<file path="src/rtl/nvm_seq_pkg.sv">
// Shared types and constants for the NVM synapse Wishbone sequencer.
// Optional feature macro used by the design: SEQ_TIMEOUT_EN (read timeout).
package nvm_seq_pkg;

  localparam int NUM_MACRO = 16;
  localparam int WB_DW     = 32;
  localparam int CNT_W     = 8;

  localparam logic [WB_DW-1:0] ADDR_MATCH_DEF = 32'h3000_000C;
  localparam logic [CNT_W-1:0] CNT_MAX        = 8'hFF;
  localparam logic [3:0]       SEL_ALL        = 4'hF;

  typedef enum logic [1:0] {
    IDLE = 2'd0,
    BUS  = 2'd1,
    RESP = 2'd2
  } seq_state_e;

  // Increment that sticks at the all-ones value instead of wrapping.
  function automatic logic [CNT_W-1:0] sat_inc(input logic [CNT_W-1:0] v);
    logic [CNT_W-1:0] res;
    if (v == CNT_MAX) begin
      res = CNT_MAX;
    end else begin
      res = v + 8'd1;
    end
    return res;
  endfunction

endpackage

</file>
<file path="src/rtl/nvm_seq_cnt.sv">
// Saturating bus-cycle counter shared by the write-hold and read-timeout
// limits. Clear has priority over enable. Build macro SEQ_TIMEOUT_EN does
// not affect this file.
module nvm_seq_cnt
  import nvm_seq_pkg::*;
(
  input  logic             clk,
  input  logic             rst,
  input  logic             i_clr,
  input  logic             i_en,
  input  logic [CNT_W-1:0] i_limit,
  output logic             o_eq
);

  logic [CNT_W-1:0] r_count;

  // Count register: clear, saturating increment, or hold.
  always_ff @(posedge clk or posedge rst) begin
    if (rst) begin
      r_count <= {CNT_W{1'b0}};
    end else if (i_clr) begin
      r_count <= {CNT_W{1'b0}};
    end else if (i_en) begin
      r_count <= sat_inc(r_count);
    end else begin
      r_count <= r_count;
    end
  end

  assign o_eq = (r_count == i_limit);

endmodule

</file>
<file path="src/rtl/nvm_synapse_sequencer.sv">
// Wishbone master sequencer for the NVM synapse matrix: one command in,
// one Wishbone cycle out, one response back. Writes self-complete after
// WR_HOLD_CYCLES bus cycles because the matrix may suppress the write ack.
// Build macro SEQ_TIMEOUT_EN enables the read timeout (rsp_err can be 1);
// without it a read waits for its ack indefinitely and rsp_err stays 0.
module nvm_synapse_sequencer
  import nvm_seq_pkg::*;
#(
  parameter logic [WB_DW-1:0] ADDR_MATCH     = ADDR_MATCH_DEF,
  parameter int unsigned      WR_HOLD_CYCLES = 32'd4,
  parameter int unsigned      TIMEOUT_CYCLES = 32'd255
) (
  input  logic                 wb_clk_i,
  input  logic                 wb_rst_i,
  input  logic                 cmd_valid,
  output logic                 cmd_ready,
  input  logic                 cmd_write,
  input  logic [NUM_MACRO-1:0] cmd_data,
  output logic                 rsp_valid,
  input  logic                 rsp_ready,
  output logic [NUM_MACRO-1:0] rsp_data,
  output logic                 rsp_err,
  output logic                 wbm_cyc_o,
  output logic                 wbm_stb_o,
  output logic                 wbm_we_o,
  output logic [3:0]           wbm_sel_o,
  output logic [WB_DW-1:0]     wbm_adr_o,
  output logic [WB_DW-1:0]     wbm_dat_o,
  input  logic [WB_DW-1:0]     wbm_dat_i,
  input  logic                 wbm_ack_i
);

  localparam logic [CNT_W-1:0] L_WR_HOLD = CNT_W'(WR_HOLD_CYCLES);
  localparam logic [CNT_W-1:0] L_TIMEOUT = CNT_W'(TIMEOUT_CYCLES);

  seq_state_e             r_state;
  seq_state_e             w_state_nx;
  logic                   r_write;
  logic                   r_cmd_ready;
  logic                   r_cyc;
  logic                   r_stb;
  logic                   r_we;
  logic [3:0]             r_sel;
  logic [WB_DW-1:0]       r_adr;
  logic [WB_DW-1:0]       r_dat_o;
  logic                   r_rsp_valid;
  logic [NUM_MACRO-1:0]   r_rsp_data;
  logic                   r_rsp_err;

  logic                   w_accept;
  logic                   w_done;
  logic                   w_rsp_pop;
  logic [NUM_MACRO-1:0]   w_rsp_data_nx;
  logic                   w_rsp_err_nx;
  logic                   w_cnt_clr;
  logic                   w_cnt_en;
  logic                   w_cnt_eq;
  logic [CNT_W-1:0]       w_limit;
  logic                   w_unused_dat_hi;

  // Only the low half of the read bus carries synapse data.
  assign w_unused_dat_hi = ^wbm_dat_i[WB_DW-1:NUM_MACRO];

  // The single counter compares against whichever limit fits the command.
  assign w_limit = r_write ? L_WR_HOLD : L_TIMEOUT;

  nvm_seq_cnt u_cnt (
    .clk     (wb_clk_i),
    .rst     (wb_rst_i),
    .i_clr   (w_cnt_clr),
    .i_en    (w_cnt_en),
    .i_limit (w_limit),
    .o_eq    (w_cnt_eq)
  );

  // State register.
  always_ff @(posedge wb_clk_i or posedge wb_rst_i) begin
    if (wb_rst_i) begin
      r_state <= IDLE;
    end else begin
      r_state <= w_state_nx;
    end
  end

  // Next-state, completion decode and counter control.
  always_comb begin
    w_state_nx    = r_state;
    w_accept      = 1'b0;
    w_done        = 1'b0;
    w_rsp_pop     = 1'b0;
    w_rsp_data_nx = {NUM_MACRO{1'b0}};
    w_rsp_err_nx  = 1'b0;
    w_cnt_clr     = 1'b0;
    w_cnt_en      = 1'b0;
    case (r_state)
      IDLE: begin
        if (cmd_valid && r_cmd_ready) begin
          // Accept edge loads the counter to 1 for the first BUS cycle.
          w_accept   = 1'b1;
          w_cnt_en   = 1'b1;
          w_state_nx = BUS;
        end else begin
          w_cnt_clr  = 1'b1;
          w_state_nx = IDLE;
        end
      end
      BUS: begin
        if (wbm_ack_i) begin
          // Ack wins over any limit reached in the same cycle.
          w_done        = 1'b1;
          w_rsp_data_nx = r_write ? {NUM_MACRO{1'b0}} : wbm_dat_i[NUM_MACRO-1:0];
          w_state_nx    = RESP;
        end else if (r_write && w_cnt_eq) begin
          w_done     = 1'b1;
          w_state_nx = RESP;
`ifdef SEQ_TIMEOUT_EN
        end else if (!r_write && w_cnt_eq) begin
          w_done       = 1'b1;
          w_rsp_err_nx = 1'b1;
          w_state_nx   = RESP;
`endif
        end else begin
`ifdef SEQ_TIMEOUT_EN
          w_cnt_en = 1'b1;
`else
          w_cnt_en = r_write;
`endif
          w_state_nx = BUS;
        end
      end
      RESP: begin
        w_cnt_clr = 1'b1;
        if (rsp_ready) begin
          w_rsp_pop  = 1'b1;
          w_state_nx = IDLE;
        end else begin
          w_state_nx = RESP;
        end
      end
      default: begin
        w_cnt_clr  = 1'b1;
        w_state_nx = IDLE;
      end
    endcase
  end

  // Latch the command type for the duration of the transaction.
  always_ff @(posedge wb_clk_i or posedge wb_rst_i) begin
    if (wb_rst_i) begin
      r_write <= 1'b0;
    end else if (w_accept) begin
      r_write <= cmd_write;
    end else begin
      r_write <= r_write;
    end
  end

  // Wishbone outputs: set on accept, held through BUS, cleared on completion.
  always_ff @(posedge wb_clk_i or posedge wb_rst_i) begin
    if (wb_rst_i) begin
      r_cyc   <= 1'b0;
      r_stb   <= 1'b0;
      r_we    <= 1'b0;
      r_sel   <= 4'h0;
      r_adr   <= {WB_DW{1'b0}};
      r_dat_o <= {WB_DW{1'b0}};
    end else if (w_accept) begin
      r_cyc   <= 1'b1;
      r_stb   <= 1'b1;
      r_we    <= cmd_write;
      r_sel   <= SEL_ALL;
      r_adr   <= ADDR_MATCH;
      r_dat_o <= {{(WB_DW-NUM_MACRO){1'b0}}, cmd_data};
    end else if (w_done || (r_state != BUS)) begin
      r_cyc   <= 1'b0;
      r_stb   <= 1'b0;
      r_we    <= 1'b0;
      r_sel   <= 4'h0;
      r_adr   <= {WB_DW{1'b0}};
      r_dat_o <= {WB_DW{1'b0}};
    end else begin
      r_cyc   <= r_cyc;
      r_stb   <= r_stb;
      r_we    <= r_we;
      r_sel   <= r_sel;
      r_adr   <= r_adr;
      r_dat_o <= r_dat_o;
    end
  end

  // Command handshake: ready only while the sequencer will sit in IDLE.
  always_ff @(posedge wb_clk_i or posedge wb_rst_i) begin
    if (wb_rst_i) begin
      r_cmd_ready <= 1'b0;
    end else begin
      r_cmd_ready <= (w_state_nx == IDLE);
    end
  end

  // Response register: captured at completion, held until consumed.
  always_ff @(posedge wb_clk_i or posedge wb_rst_i) begin
    if (wb_rst_i) begin
      r_rsp_valid <= 1'b0;
      r_rsp_data  <= {NUM_MACRO{1'b0}};
      r_rsp_err   <= 1'b0;
    end else if (w_done) begin
      r_rsp_valid <= 1'b1;
      r_rsp_data  <= w_rsp_data_nx;
      r_rsp_err   <= w_rsp_err_nx;
    end else if (w_rsp_pop) begin
      r_rsp_valid <= 1'b0;
      r_rsp_data  <= {NUM_MACRO{1'b0}};
      r_rsp_err   <= 1'b0;
    end else begin
      r_rsp_valid <= r_rsp_valid;
      r_rsp_data  <= r_rsp_data;
      r_rsp_err   <= r_rsp_err;
    end
  end

  assign cmd_ready = r_cmd_ready;
  assign rsp_valid = r_rsp_valid;
  assign rsp_data  = r_rsp_data;
`ifdef SEQ_TIMEOUT_EN
  assign rsp_err   = r_rsp_err;
`else
  assign rsp_err   = 1'b0;
`endif
  assign wbm_cyc_o = r_cyc;
  assign wbm_stb_o = r_stb;
  assign wbm_we_o  = r_we;
  assign wbm_sel_o = r_sel;
  assign wbm_adr_o = r_adr;
  assign wbm_dat_o = r_dat_o;

`ifndef SEQ_TIMEOUT_EN
  logic w_unused_err;
  assign w_unused_err = r_rsp_err;
`endif

endmodule
</file>
<file path="config.mk">
export PLATFORM = sky130hd
export DESIGN_NAME = nvm_synapse_sequencer
export DESIGN_NICKNAME = d
export VERILOG_FILES = /design/src/rtl/nvm_seq_pkg.sv /design/src/rtl/nvm_seq_cnt.sv /design/src/rtl/nvm_synapse_sequencer.sv
export SDC_FILE = /design/constraint.sdc
export NUM_CORES = 1
export LEC_CHECK = 0
export ABC_CLOCK_PERIOD_IN_PS = 2400
export CAP_MARGIN = 20
export CORE_MARGIN = 4
export CORE_UTILIZATION = 38
export DETAILED_ROUTE_END_ITERATION = 12
export PLACE_DENSITY = 0.81
export SYNTH_ARGS = -nofsm -noshare
export SYNTH_HDL_FRONTEND = slang
export SYNTH_SLANG_ARGS = --single-unit
</file>
<file path="constraint.sdc">
create_clock -name wb_clk_i -period 2.4 [get_ports wb_clk_i]
set_input_delay 0.48 -clock wb_clk_i [delete_from_list [all_inputs] [get_ports wb_clk_i]]
set_output_delay 0.48 -clock wb_clk_i [all_outputs]
set_load 0.005 [all_outputs]
</file>
==> reports/qor.csv <==
stage,metric,value,unit
route,Vias,1784,
synthesis,Syn Std Cell Area,2420,um2
synthesis,top post-synthesis cells by count,"buf_4, dfrtp_1, a22o_1",
route,post-route ant nets,0,
finish,n_diodes,0,
synthesis,ys flop type,dfrtp_1,
worst_setup_path,FF-to-FF End,rsp_data[9],
cts,TritonCTS Buffers,5,
timing,Slew @ Worst Pin,0.991,ns
global_routing,vias in the first global route,1754,
cts,CTS root buf,clkbuf_8,
finish,fill count,544,
cts,Post-CTS Setup Bufs,0,
timing,RSZ-0062 raised after global routing,no,
cts,Resized Gates After CTS,0,
worst_setup_path,cell depth of the worst setup path,3,
power,Max VDD drop,530,uV
timing,Worst Skew,0.0102,ns
place,IO Port Bufs,82,
floorplanning,Row Count,28,
worst_setup_path,CP cell instances,or2b_1 -> nor3b_2 -> a22o_1,
timing,Final Hold Vio Count,0,
power,total power draw,3.14,mW
worst_setup_path,critical path buffer and inverter count,0,
worst_setup_path,max incr delay on CP,0.86,ns
worst_setup_path,CP Launch Point,r_state[1],
global_routing,global-route wire length before repair,8630,um
cts,CTS sink count,47,
synthesis,Synth top area share,0.486,
synthesis,"Distinct cells, synth",48,
worst_setup_path,Crit Path Class,reg2reg,
worst_setup_path,Setup crit end,rsp_data[9],
global_routing,all-layer global routing usage,0.141,
floorplanning,Die Wd,87.8,um
floorplanning,I/O Pins,144,
place,Placed Cells,358,
route,DR vias/cell,4.87,
synthesis,warnings from Yosys,0,
place,hpwl dp,4010,um
route,Avg WL per Cell,14.8,um
timing,Final Setup Violations,0,
power,P_leak,1.45,nW
timing,fin worst setup slack,0.339,ns
finish,fin cells,366,
timing,Tmin final,2.06,ns
worst_setup_path,cell depth of the worst flop-to-flop path,3,
cts,worst skew pair latency,0.30,ns
place,Setup WS pre-CTS,0.209,ns
finish,layout cell share with drive strength beyond 1,0.0756,
synthesis,"area leader, netlist",dfrtp_1,
floorplanning,core area,6060,um2
worst_setup_path,worst r2r src,r_state[1],
cts,CTS tree,done,
route,DRC errors left,0,
run,Max Cap Violations,0,
finish,multi-input combinational cell area,943,um2
worst_hold_path,Min-Delay Path Class,reg2reg,
global_routing,largest net degree at the start of global routing,48,
worst_setup_path,Worst R2R Setup Slack,0.34,ns
synthesis,register area share after synthesis,0.486,
synthesis,Post-synth EDFFs,0,
worst_setup_path,Crit. End Element,register,
worst_setup_path,Critical Path Source Type,register,
timing,Slew Limit Fails,0,
finish,Reg area,1180,um2
worst_setup_path,crit-path leading delay family,simple AND/OR/NAND/NOR gates,
timing,maximum clock frequency,485,MHz
finish,fin nets,345,
route,number of DRC markers in iteration 0,118,
finish,area grow syn2layout,31.4,%
synthesis,number of synthesized register bits,47,
cts,clock slew at reported path FFs,0.09,ns
floorplanning,Die ar.,7720,um2
floorplanning,chip height,87.8,um
worst_setup_path,"Data arrival, critical path",2.29,ns
timing,Final period util,0.859,
place,Final Wtd Congestion,0.870,
route,first-pass iteration count of the detailed router,4,
worst_setup_path,CP max FO,16,
global_routing,number of antenna violations at the first check in global routing,0,
timing,post-route setup TNS,0,ns
synthesis,"count leader, synth",buf_4,
synthesis,ys async rst share,1.00,
synthesis,syn_area_per_cell,11.3,um2
floorplanning,Initial Utilization,0.400,
synthesis,synthesized instance count,214,
cts,H-tree Lvls,2,
synthesis,top post-synthesis cells by area,"dfrtp_1, buf_4, a22o_1",
worst_setup_path,Critical Path Slowest Stage Cell,nor3b_2,
timing,Max-Slew Margin vs Limit,0.337,
route,drt total wl,5430,um
worst_setup_path,CP required,2.63,ns
run_status,status,"finished, final reports clean",
global_routing,total grt overflow,0,
cts,hold_buf cts,0,
power,Power per Cell Area,987,nW/um2
cts,Clock Tree Buf Depth,2,
==> area by class of cell <==
| type | count | share of cell area |
|---|---|---|
| clock buffers | 7 | 0.0271 |
| clock inverters | 1 | 0.00275 |
| inverters | 3 | 0.00354 |
| multi-input cells | 147 | 0.296 |
| flip-flops and latches | 47 | 0.369 |
| well taps | 75 | 0.0295 |
| repair buffers | 86 | 0.271 |
==> worst register-to-register path: stages, from the launching register on <==
cell	delay (ns)
dfrtp_1	0.49
or2b_1	0.40
nor3b_2	0.86
a22o_1	0.25
==> metrics by stage <==
stage                     hold slack (ns)  cell area, um2  utilization
after floorplan                     0.490            2590            -
after global placement              0.483            3090        0.509
after detailed placement            0.480            3090        0.509
after CTS                           0.509            3180        0.525
after global routing                0.522            3180        0.525
final                               0.507            3180        0.525
==> logic make-up (layout without fill, tap and decap cells) <==
kind of cell | count (synthesis) | count (layout) | share of synthesized area
AOI/OAI and AO/OA | 62 | 62 | 0.207
muxes | 3 | 3 | 0.0129
and+or+nand+nor | 36 | 36 | 0.0925
DFF | 47 | 47 | 0.486
buffers and inverters | 64 | 97 | 0.195
adders and majority gates | 1 | 1 | 0.00516
other | 1 | 45 | 0.00155
==> report_power, final <==
group          total, mW  switching, mW  internal, mW
logic               1.39          0.547         0.839
clock network      0.501          0.265         0.236
registers           1.25          0.212          1.04
==> flip-flops by register name, summed over array words and instances, names as in the netlist <==
name / flops
u_cnt.r_count: 8
wbm_we_o: 1
cmd_ready: 1
rsp_data: 16
r_state: 2
r_write: 1
rsp_valid: 1
wbm_dat_o: 16
wbm_adr_o: 1
==> worst min path at each step <==
| stage | start | end | slack [ns] | cells after the start |
|---|---|---|---|---|
| floorplan | wbm_dat_o[0] | wbm_dat_o[0] | 0.49 | 1 |
| global placement | wbm_we_o | wbm_we_o | 0.48 | 1 |
| detailed placement | wbm_dat_o[6] | wbm_dat_o[6] | 0.48 | 1 |
| CTS | wbm_dat_o[6] | wbm_dat_o[6] | 0.51 | 1 |
| global route | wbm_dat_o[6] | wbm_dat_o[6] | 0.52 | 1 |
| finish | wbm_dat_o[10] | wbm_dat_o[10] | 0.51 | 1 |
==> per-layer routing <==
layer | vias to the layer above | share of wire | track usage
li1 | 828 | - | -
met1 | 854 | 0.42 | 0.189
met2 | 95 | 0.48 | 0.229
met3 | 7 | 0.086 | 0.0367
met4 | 0 | 0.012 | 0.0377
met5 | - | 0 | 0
==> cells in the final DEF (no fill, tap or decap), drive strengths merged, types with 2 or more instances in the layout <==
cell type and instances:
clkbuf 7, a22o 33, a31oi 2, nand2 11, nor2 7, clkdlybuf4s50 82
nor3b 2, buf 4, a21oi 5, o211ai 3, nor2b 2, inv 3
o21ai 4, dfrtp 47, nand3 2, o211a 2, or2 2, a211oi 2
mux2i 2, conb 45
Power figures use the tool's default switching activity.
